### src/rtl/grayscale_frame_ctrl_if.sv
// Pixel RAM / grayscale datapath bus for grayscale_frame_ctrl.
// master = controller side, slave = RAM + datapath side.
interface grayscale_frame_ctrl_if #(
  parameter int ADDR_WIDTH = 12
);
  logic                  rd_en;
  logic [ADDR_WIDTH-1:0] rd_addr;
  logic                  din_valid;
  logic [7:0]            gray_in;
  logic                  wr_en;
  logic [ADDR_WIDTH-1:0] wr_addr;
  logic [7:0]            wr_data;

  modport master (
    output rd_en, rd_addr, din_valid, wr_en, wr_addr, wr_data,
    input  gray_in
  );

  modport slave (
    input  rd_en, rd_addr, din_valid, wr_en, wr_addr, wr_data,
    output gray_in
  );
endinterface

### src/rtl/grayscale_frame_ctrl.sv
// Frame sequencer: streams N pixel reads to the grayscale datapath and writes
// the results back in order, tracking RAM and datapath latency with valid shift registers.
module grayscale_frame_ctrl #(
  parameter int IMG_W      = 64,
  parameter int IMG_H      = 64,
  parameter int ADDR_WIDTH = 12,
  parameter int RD_LAT     = 1,
  parameter int PIPE_LAT   = 4
) (
  input  logic                   clk,
  input  logic                   rst_n,
  input  logic                   start,
  input  logic                   abort,
  grayscale_frame_ctrl_if.master mem,
  output logic                   busy,
  output logic                   done
);

  localparam int                    N         = IMG_W * IMG_H;
  localparam logic [ADDR_WIDTH-1:0] LAST_ADDR = ADDR_WIDTH'(N - 1);

  typedef enum logic [1:0] {
    IDLE  = 2'd0,
    FETCH = 2'd1,
    DRAIN = 2'd2
  } state_t;

  state_t                state_q, state_d;
  logic [ADDR_WIDTH-1:0] rd_addr_q, rd_addr_d;
  logic [ADDR_WIDTH-1:0] wr_addr_q, wr_addr_d;
  logic [RD_LAT-1:0]     dv_sr_q, dv_sr_d;
  logic [PIPE_LAT-1:0]   wv_sr_q, wv_sr_d;
  logic                  done_q, done_d;

  logic rd_en_s;
  logic din_valid_s;
  logic wr_en_s;

  assign rd_en_s     = (state_q == FETCH);
  assign din_valid_s = dv_sr_q[RD_LAT-1];
  assign wr_en_s     = wv_sr_q[PIPE_LAT-1];

  // Next-state, address counters and valid shift registers.
  always_comb begin
    state_d   = state_q;
    rd_addr_d = rd_addr_q;
    wr_addr_d = wr_addr_q;
    done_d    = 1'b0;
    dv_sr_d   = RD_LAT'({dv_sr_q, rd_en_s});
    wv_sr_d   = PIPE_LAT'({wv_sr_q, din_valid_s});

    // Write counter saturates at the last pixel so it never wraps inside a frame.
    if (wr_en_s && (wr_addr_q != LAST_ADDR)) begin
      wr_addr_d = wr_addr_q + ADDR_WIDTH'(1);
    end else begin
      wr_addr_d = wr_addr_q;
    end

    case (state_q)
      IDLE: begin
        if (start && !abort) begin
          state_d   = FETCH;
          rd_addr_d = '0;
          wr_addr_d = '0;
        end else begin
          state_d = IDLE;
        end
      end
      FETCH: begin
        if (abort) begin
          state_d = IDLE;
          dv_sr_d = '0;
          wv_sr_d = '0;
        end else if (rd_addr_q == LAST_ADDR) begin
          state_d = DRAIN;
        end else begin
          rd_addr_d = rd_addr_q + ADDR_WIDTH'(1);
        end
      end
      DRAIN: begin
        if (abort) begin
          state_d = IDLE;
          dv_sr_d = '0;
          wv_sr_d = '0;
        end else if (done_q) begin
          state_d = IDLE;
        end else if (wr_en_s && (wr_addr_q == LAST_ADDR)) begin
          done_d = 1'b1;
        end else begin
          state_d = DRAIN;
        end
      end
      default: begin
        state_d = IDLE;
        dv_sr_d = '0;
        wv_sr_d = '0;
      end
    endcase
  end

  // State and datapath-tracking registers.
  always_ff @(posedge clk or negedge rst_n) begin
    if (!rst_n) begin
      state_q   <= IDLE;
      rd_addr_q <= '0;
      wr_addr_q <= '0;
      dv_sr_q   <= '0;
      wv_sr_q   <= '0;
      done_q    <= 1'b0;
    end else begin
      state_q   <= state_d;
      rd_addr_q <= rd_addr_d;
      wr_addr_q <= wr_addr_d;
      dv_sr_q   <= dv_sr_d;
      wv_sr_q   <= wv_sr_d;
      done_q    <= done_d;
    end
  end

  assign mem.rd_en     = rd_en_s;
  assign mem.rd_addr   = rd_addr_q;
  assign mem.din_valid = din_valid_s;
  assign mem.wr_en     = wr_en_s;
  assign mem.wr_addr   = wr_addr_q;
  assign mem.wr_data   = mem.gray_in;
  assign busy          = (state_q != IDLE);
  assign done          = done_q;

endmodule
### src/flat_wrapper.sv
// flat-port wrapper written by rule: the top's interface ports become plain ports
module grayscale_frame_ctrl_flat 
#(
  parameter int IMG_W      = 64,
  parameter int IMG_H      = 64,
  parameter int ADDR_WIDTH = 12,
  parameter int RD_LAT     = 1,
  parameter int PIPE_LAT   = 4
)
  (clk, rst_n, start, abort, busy, done, mem_rd_en, mem_rd_addr, mem_din_valid, mem_wr_en, mem_wr_addr, mem_wr_data, mem_gray_in);
  grayscale_frame_ctrl_if #(.ADDR_WIDTH(ADDR_WIDTH)) mem_i ();
  input  logic clk;
  input  logic rst_n;
  input  logic start;
  input  logic abort;
  output logic busy;
  output logic done;
  output wire logic [$bits(mem_i.rd_en)-1:0] mem_rd_en;
  output wire logic [$bits(mem_i.rd_addr)-1:0] mem_rd_addr;
  output wire logic [$bits(mem_i.din_valid)-1:0] mem_din_valid;
  output wire logic [$bits(mem_i.wr_en)-1:0] mem_wr_en;
  output wire logic [$bits(mem_i.wr_addr)-1:0] mem_wr_addr;
  output wire logic [$bits(mem_i.wr_data)-1:0] mem_wr_data;
  input wire logic [$bits(mem_i.gray_in)-1:0] mem_gray_in;
  assign mem_rd_en = mem_i.rd_en;
  assign mem_rd_addr = mem_i.rd_addr;
  assign mem_din_valid = mem_i.din_valid;
  assign mem_wr_en = mem_i.wr_en;
  assign mem_wr_addr = mem_i.wr_addr;
  assign mem_wr_data = mem_i.wr_data;
  assign mem_i.gray_in = mem_gray_in;
  grayscale_frame_ctrl #(.IMG_W(IMG_W), .IMG_H(IMG_H), .ADDR_WIDTH(ADDR_WIDTH), .RD_LAT(RD_LAT), .PIPE_LAT(PIPE_LAT)) u_core (.clk(clk), .rst_n(rst_n), .start(start), .abort(abort), .mem(mem_i), .busy(busy), .done(done));
endmodule
### config.mk
export PLATFORM = sky130hd
export DESIGN_NAME = grayscale_frame_ctrl_flat
export DESIGN_NICKNAME = d
export VERILOG_FILES = /design/src/rtl/grayscale_frame_ctrl_if.sv /design/src/rtl/grayscale_frame_ctrl.sv /design/src/flat_wrapper.sv
export SDC_FILE = /design/constraint.sdc
export NUM_CORES = 1
export LEC_CHECK = 0
export ABC_AREA = 1
export ABC_CLOCK_PERIOD_IN_PS = 1440
export BUFFER_PORTS_ARGS = -buffer_cell sky130_fd_sc_hd__buf_2
export CAP_MARGIN = 20
export CORE_AREA = 2 2 87 89
export DETAILED_ROUTE_END_ITERATION = 10
export DIE_AREA = 0 0 89 91
export GPL_ROUTABILITY_DRIVEN = 0
export PLACE_DENSITY = 0.47
export RECOVER_POWER = 25
export SYNTH_ARGS = -nofsm -noshare
export SYNTH_HDL_FRONTEND = slang
export SYNTH_SLANG_ARGS = --single-unit
### constraint.sdc
create_clock -name clk -period 1.44 [get_ports clk]
set_input_delay 0.072 -clock clk [delete_from_list [all_inputs] [get_ports clk]]
set_output_delay 0.072 -clock clk [all_outputs]
set_load 0.01 [all_outputs]
# Word-level counts from Yosys, hierarchy flattened

Index checks and enable logic that the tools add are counted.

Register bits: 32
Bits of input ports: 12
Output and inout bits: 37
Word-level logic and storage cells: 50

$add $sub $neg: 2
Equal/unequal tests: 10
Mux-type cells: 22
Reductions and logical operators: 10

Operators by type and width:

| operator                                      | number |
|---|---|
| two-way mux 12 bit                            | 6 |
| adder 12 x 1 -> 12 bit, second input constant | 2 |
| == test 12 bit, second input constant         | 2 |
| case mux 12 bit (2 select lines)              | 1 |
| != test 12 bit, second input constant         | 1 |
| two-way mux 2 bit                             | 5 |
| case mux 4 bit (2 select lines)               | 1 |
| two-way mux 1 bit                             | 7 |
| case mux 2 bit (3 select lines)               | 1 |
| two-way mux 4 bit                             | 1 |
| != test 2 bit, second input constant          | 2 |
| != test 4 x 3 -> 1 bit, second input constant | 1 |
| AND reduction 4 bit                           | 1 |
| nonzero test 2 bit                            | 2 |
| logical AND 1 bit                             | 3 |
| != test 3 x 2 -> 1 bit, second input constant | 1 |
| == test 2 x 1 -> 1 bit, second input constant | 1 |
| == test 2 bit, second input constant          | 1 |
| logical NOT 2 bit                             | 1 |
| != test 2 x 1 -> 1 bit, second input constant | 1 |
| AND reduction 2 bit                           | 1 |
| OR reduction 2 bit                            | 1 |
| logical NOT 1 bit                             | 1 |

# Depth between registers and ports, before layout

Word-level depth: 6
Gate-level depth with buffers: 10
Gate-level depth less buffers: 9

# Least setup slack after synthesis

Ideal clock, no wire load.

Path type: register to register
Start point: reg u_core.state_q[1]
End point: reg u_core.rd_addr_q[7] (netlist: u_core.mem.rd_addr[7])
Setup time: 0.118 ns
Arrival time: 1.418 ns
Required time: 1.322 ns
Setup slack: -0.096 ns
Cell stages (with the launch flop): 10
Cells stage by stage: dfrtp_1 -> inv_1 -> ha_1 -> buf_2 -> o21ai_1 -> inv_1 -> nand3_4 -> buf_6 -> nand2_1 -> o21ai_2

Longest elaborated chain between the ends: 3
Elaborated cells between the ends (all ways): 8
Those cells by class: 4 x eq/ne; 1 x mux; 3 x reduce/logical

RTL lines:

| item                                                          | line                        | text |
|---|---|---|
| from (decl)                                                   | grayscale_frame_ctrl.sv:28  | `state_t state_q, state_d;` |
| from (signal assigned)                                        | grayscale_frame_ctrl.sv:111 | `state_q <= state_d;` |
| == test 2 x 1 -> 1 bit *                                      | -                           |  |
| via mem_rd_en                                                 | flat_wrapper.sv:18          | `output wire logic [$bits(mem_i.rd_en)-1:0] mem_rd_en;` |
| != test 2 bit (no line) or nonzero test 2 bit (tied branches) | -                           |  |
| AND reduction 4 bit (no line)                                 | -                           |  |
| to (signal assigned)                                          | grayscale_frame_ctrl.sv:112 | `rd_addr_q <= rd_addr_d;` |
| to (decl)                                                     | grayscale_frame_ctrl.sv:29  | `logic [ADDR_WIDTH-1:0] rd_addr_q, rd_addr_d;` |

Mark *: on every way through the listed nets, which the timed path passes. The rest lies on a longest branch.
A chain may end at the register's enable or synchronous reset.

# Worst setup path in the final report

Start point: reg u_core.wr_addr_q[0] (netlist: u_core.mem.wr_addr[0])
End point: reg u_core.wr_addr_q[0] (netlist: u_core.mem.wr_addr[0])

Longest elaborated chain between the ends: 5
Elaborated cells between the ends (all ways): 6
Those cells by class: 1 x add/sub; 1 x eq/ne; 3 x mux; 1 x reduce/logical

RTL lines:

| item                                                                           | line                        | text |
|---|---|---|
| from (decl)                                                                    | grayscale_frame_ctrl.sv:30  | `logic [ADDR_WIDTH-1:0] wr_addr_q, wr_addr_d;` |
| from (signal assigned)                                                         | grayscale_frame_ctrl.sv:113 | `wr_addr_q <= wr_addr_d;` |
| parallel branches: the longest is 2 deep, another holds adder 12 x 1 -> 12 bit | -                           |  |
| two-way mux 12 bit *                                                           | grayscale_frame_ctrl.sv:53  | `if (wr_en_s && (wr_addr_q != LAST_ADDR)) begin` |
| two-way mux 12 bit                                                             | grayscale_frame_ctrl.sv:61  | `if (start && !abort) begin` |
| two-way mux 12 bit *                                                           | grayscale_frame_ctrl.sv:59  | `case (state_q)` |
| via u_core.wr_addr_d[0]                                                        | grayscale_frame_ctrl.sv:30  |  |

Mark *: on every way through the listed nets, which the timed path passes.

==> metrics.cfg <==
[run_status]
status=completed

[cts]
cts_buffers=5
htreeDepth=2
cts_tree=done
clock-sinks=32
cts-root-buf=clkbuf_8
cts_max_path_buffers=2
clock_latency_ns=0.29
clk_pin_slew_ns=0.06

[power_and_ir_drop]
power_leakage_uw=0.001357
sw_frac_of_total_pct=32.62
p_sw_uw=737.0
internal_power_uw=1522
pwr-share-seq_pct=43.0
pwr-share-comb_pct=27.5
power.density_mw_per_mm2=806.5
power_uw=2259
ir_worst_vdd_v=0.0003482
clock_power_share_pct=29.5

[global_route]
grt_pass1_vias=1795
antenna_found_initial=0
grt_pass1_wl_um=8355
track_usage_pct=13.10
grt_max_degree=33
grt-ovfl-total=0

[worst_setup_path]
cp_num_buf_inv=1
cp.arrival_ns=1.59
crit_chain=ha_2, nand2_2, nor2_4, nand3_4, nand2_4, inv_4, nor2_4, nor2_2
path_class=reg -> reg
critPathLaunchType=flop
cpPeakStageDelay_ns=0.35
cp_top_family=simple AND/OR/NAND/NOR gates
cp.required_ns=1.61
worstSetupEndpointType=flop
cp_slowest_cell=dfrtp_1
crit_top_cell=nor2_4
crit_fanout=6

[finish]
syn_to_final_growth_pct=38.30
fillCellCount=784
drive_above_1_share_pct=41.25
antennaDiodeCount=0
num-nets-final=355

[route]
drt-pass1-iter-count=2
ant_nets=0
routed_via_density=4.337
route.detailed.drc=0
routed_wl_um=5077
vias=1891
wl_per_cell_um=11.64
drt_iter0_drc=37

[min_path]
hold_path.class=in -> out

[yosys]
syn_area_sq_mm=0.002026
syn_area_per_cell_sq_um=7.475
synthDistinctLibCells=28
ys_top_cells_by_count=73 x nand2_1, 38 x inv_1, 37 x nor2_1
synth_edf_count=0
syn-instance-count=271
yosysWarnings=0
async_reset_ff_share_pct=100.0
syn_nets=289
synth_area_leader_cell=dfrtp_1
synth_top_cell_area_share_pct=39.53
ys_ff_latch=32
ys_top_cells_by_area=dfrtp_1 40%, nand2_1 14%, inv_1 7.0%, nor2_1 6.9%, nand3_1 4.0%
synth.most_common_cell=nand2_1
synth_flop_cell=dfrtp_1
ys_seq_area_share_pct=39.53

[die]
ios=49
core_region_area_sq_mm=0.007137
row_count=31
initial_core_util_pct=28.38
dieArea_sq_mm=0.008099
die_width_um=89
fp.dieH_um=91

[sta]
fin_skew_ns=0.01491
period_share_pct=98.87
hold_viol_final=0
fin_tns_setup_ns=0
worst_pin_slew_ns=0.8676
hold_slack_ns=0.1440
rsz0062_at_grt=yes
drv_slew=0
final.min_clock_period_ns=1.424
slew_headroom_pct=42.16
max_freq_ghz=0.7024
setup_violations=0

[place]
dp_hpwl_um=3541
portBuffers=32

[job]
max_cap_viol_count=0

## placed cells by master (no fill, tap or decap), types with 2 or more instances in the layout
cell / netlist / layout
nand3_4: 2 / 5
nor2_2: 5 / 6
o21ai_2: 3 / 6
buf_6: 2 / 2
xor2_1: 2 / 2
ha_1: 6 / 2
inv_4: 0 / 2
or2_2: 2 / 2
ha_4: 0 / 2
nand2_1: 73 / 65
nand4_1: 4 / 4
dfrtp_1: 32 / 28
buf_4: 8 / 31
nor2_1: 37 / 30
o21ai_0: 11 / 3
o21ai_1: 7 / 11
nand2_2: 5 / 11
clkbuf_8: 0 / 5
inv_2: 0 / 4
nand3_2: 4 / 6
inv_1: 38 / 32
ha_2: 0 / 2
nand3_1: 16 / 14
nor2_4: 3 / 9
nand2_4: 0 / 2
dfrtp_2: 0 / 4
buf_2: 2 / 32
## metal layers
metal | vias to the layer above | GRT usage, % | wire [um]
li1 | 980 | - | -
met1 | 878 | 18.17 | 2471
met5 | - | 0 | 0
met4 | 0 | 3.980 | 70
met3 | 8 | 3.727 | 197
met2 | 25 | 19.65 | 2337
## logic make-up (layout without fill, tap and decap cells)
family	Yosys count	after routing	synth area share, %
buf+inv	50	113	11.61
xor+xnor	3	3	1.297
flops	32	32	39.53
compound gates	24	24	6.979
fa+ha+maj	6	6	3.706
simple gates	156	159	36.87
## final timing paths
kind                       slack [ns]             startpoint  cells after the start               endpoint
min reg2reg                      0.47      u_core.wv_sr_q[0]                      2      u_core.wv_sr_q[1]
min in group asynchronous        0.50                  rst_n                      3  u_core.mem.wr_addr[4]
max reg2reg                      0.02  u_core.mem.wr_addr[0]                      8  u_core.mem.wr_addr[0]
min                              0.14         mem_gray_in[0]                      0         mem_wr_data[0]
max in group asynchronous        0.31                  rst_n                      3  u_core.mem.rd_addr[3]
max                              0.02  u_core.mem.wr_addr[0]                      8  u_core.mem.wr_addr[0]
## sequential cells by signal (all words and copies together), names as in the netlist
name	cells
u_core.done	1
u_core.mem.din_valid	1
u_core.wv_sr_q	4
u_core.mem.rd_addr	12
u_core.mem.wr_addr	12
u_core.state_q	2
## stage by stage
stage | util, % | instances | area (sq um) | setup WS, ns
final | 39.25 | 436 | 2801 | 0.01628
after detailed placement | 34.50 | 421 | 2462 | -0.01646
after global placement | 34.50 | 421 | 2462 | -0.005092
after CTS | 36.19 | 430 | 2582 | 0.01180
after global routing | 39.25 | 436 | 2801 | -0.08843
after floorplan | - | 271 | 2044 | 0.004680
## power groups by stage
| stage | combinational [uW] | sequential [uW] | clock, uW |
|---|---|---|---|
| 4_1_cts | 514 | 967 | 698 |
| 3_5_place_dp | 474 | 984 | 0 |
| 5_1_grt | 694 | 977 | 723 |
| 3_3_place_gp | 474 | 983 | 0 |
| 2_1_floorplan | 280 | 1010 | 0 |
| 6_report | 621 | 971 | 667 |
## area by class of cell
class,instances,area (sq um),area share [%]
Clock buffer,6,72.57,2.590
Sequential cell,32,805.8,28.76
Inverter,38,147.6,5.270
Multi-Input combinational cell,192,1196,42.70
Timing Repair Buffer,68,450.4,16.08
Clock inverter,1,5.005,0.1787
Tap cell,99,123.9,4.422
## repair_timing
action | in CTS | in global routing
pin swaps | 1 | 13
buffers inserted | 0 | 4
endpoints found under the setup margin | 12 | 26
hold buffers | 1 | 0
cloned | 1 | 2
hold endpoints to repair | 32 | 0
gates resized for setup | 5 | 56
(Power assumes the default switching activity.)
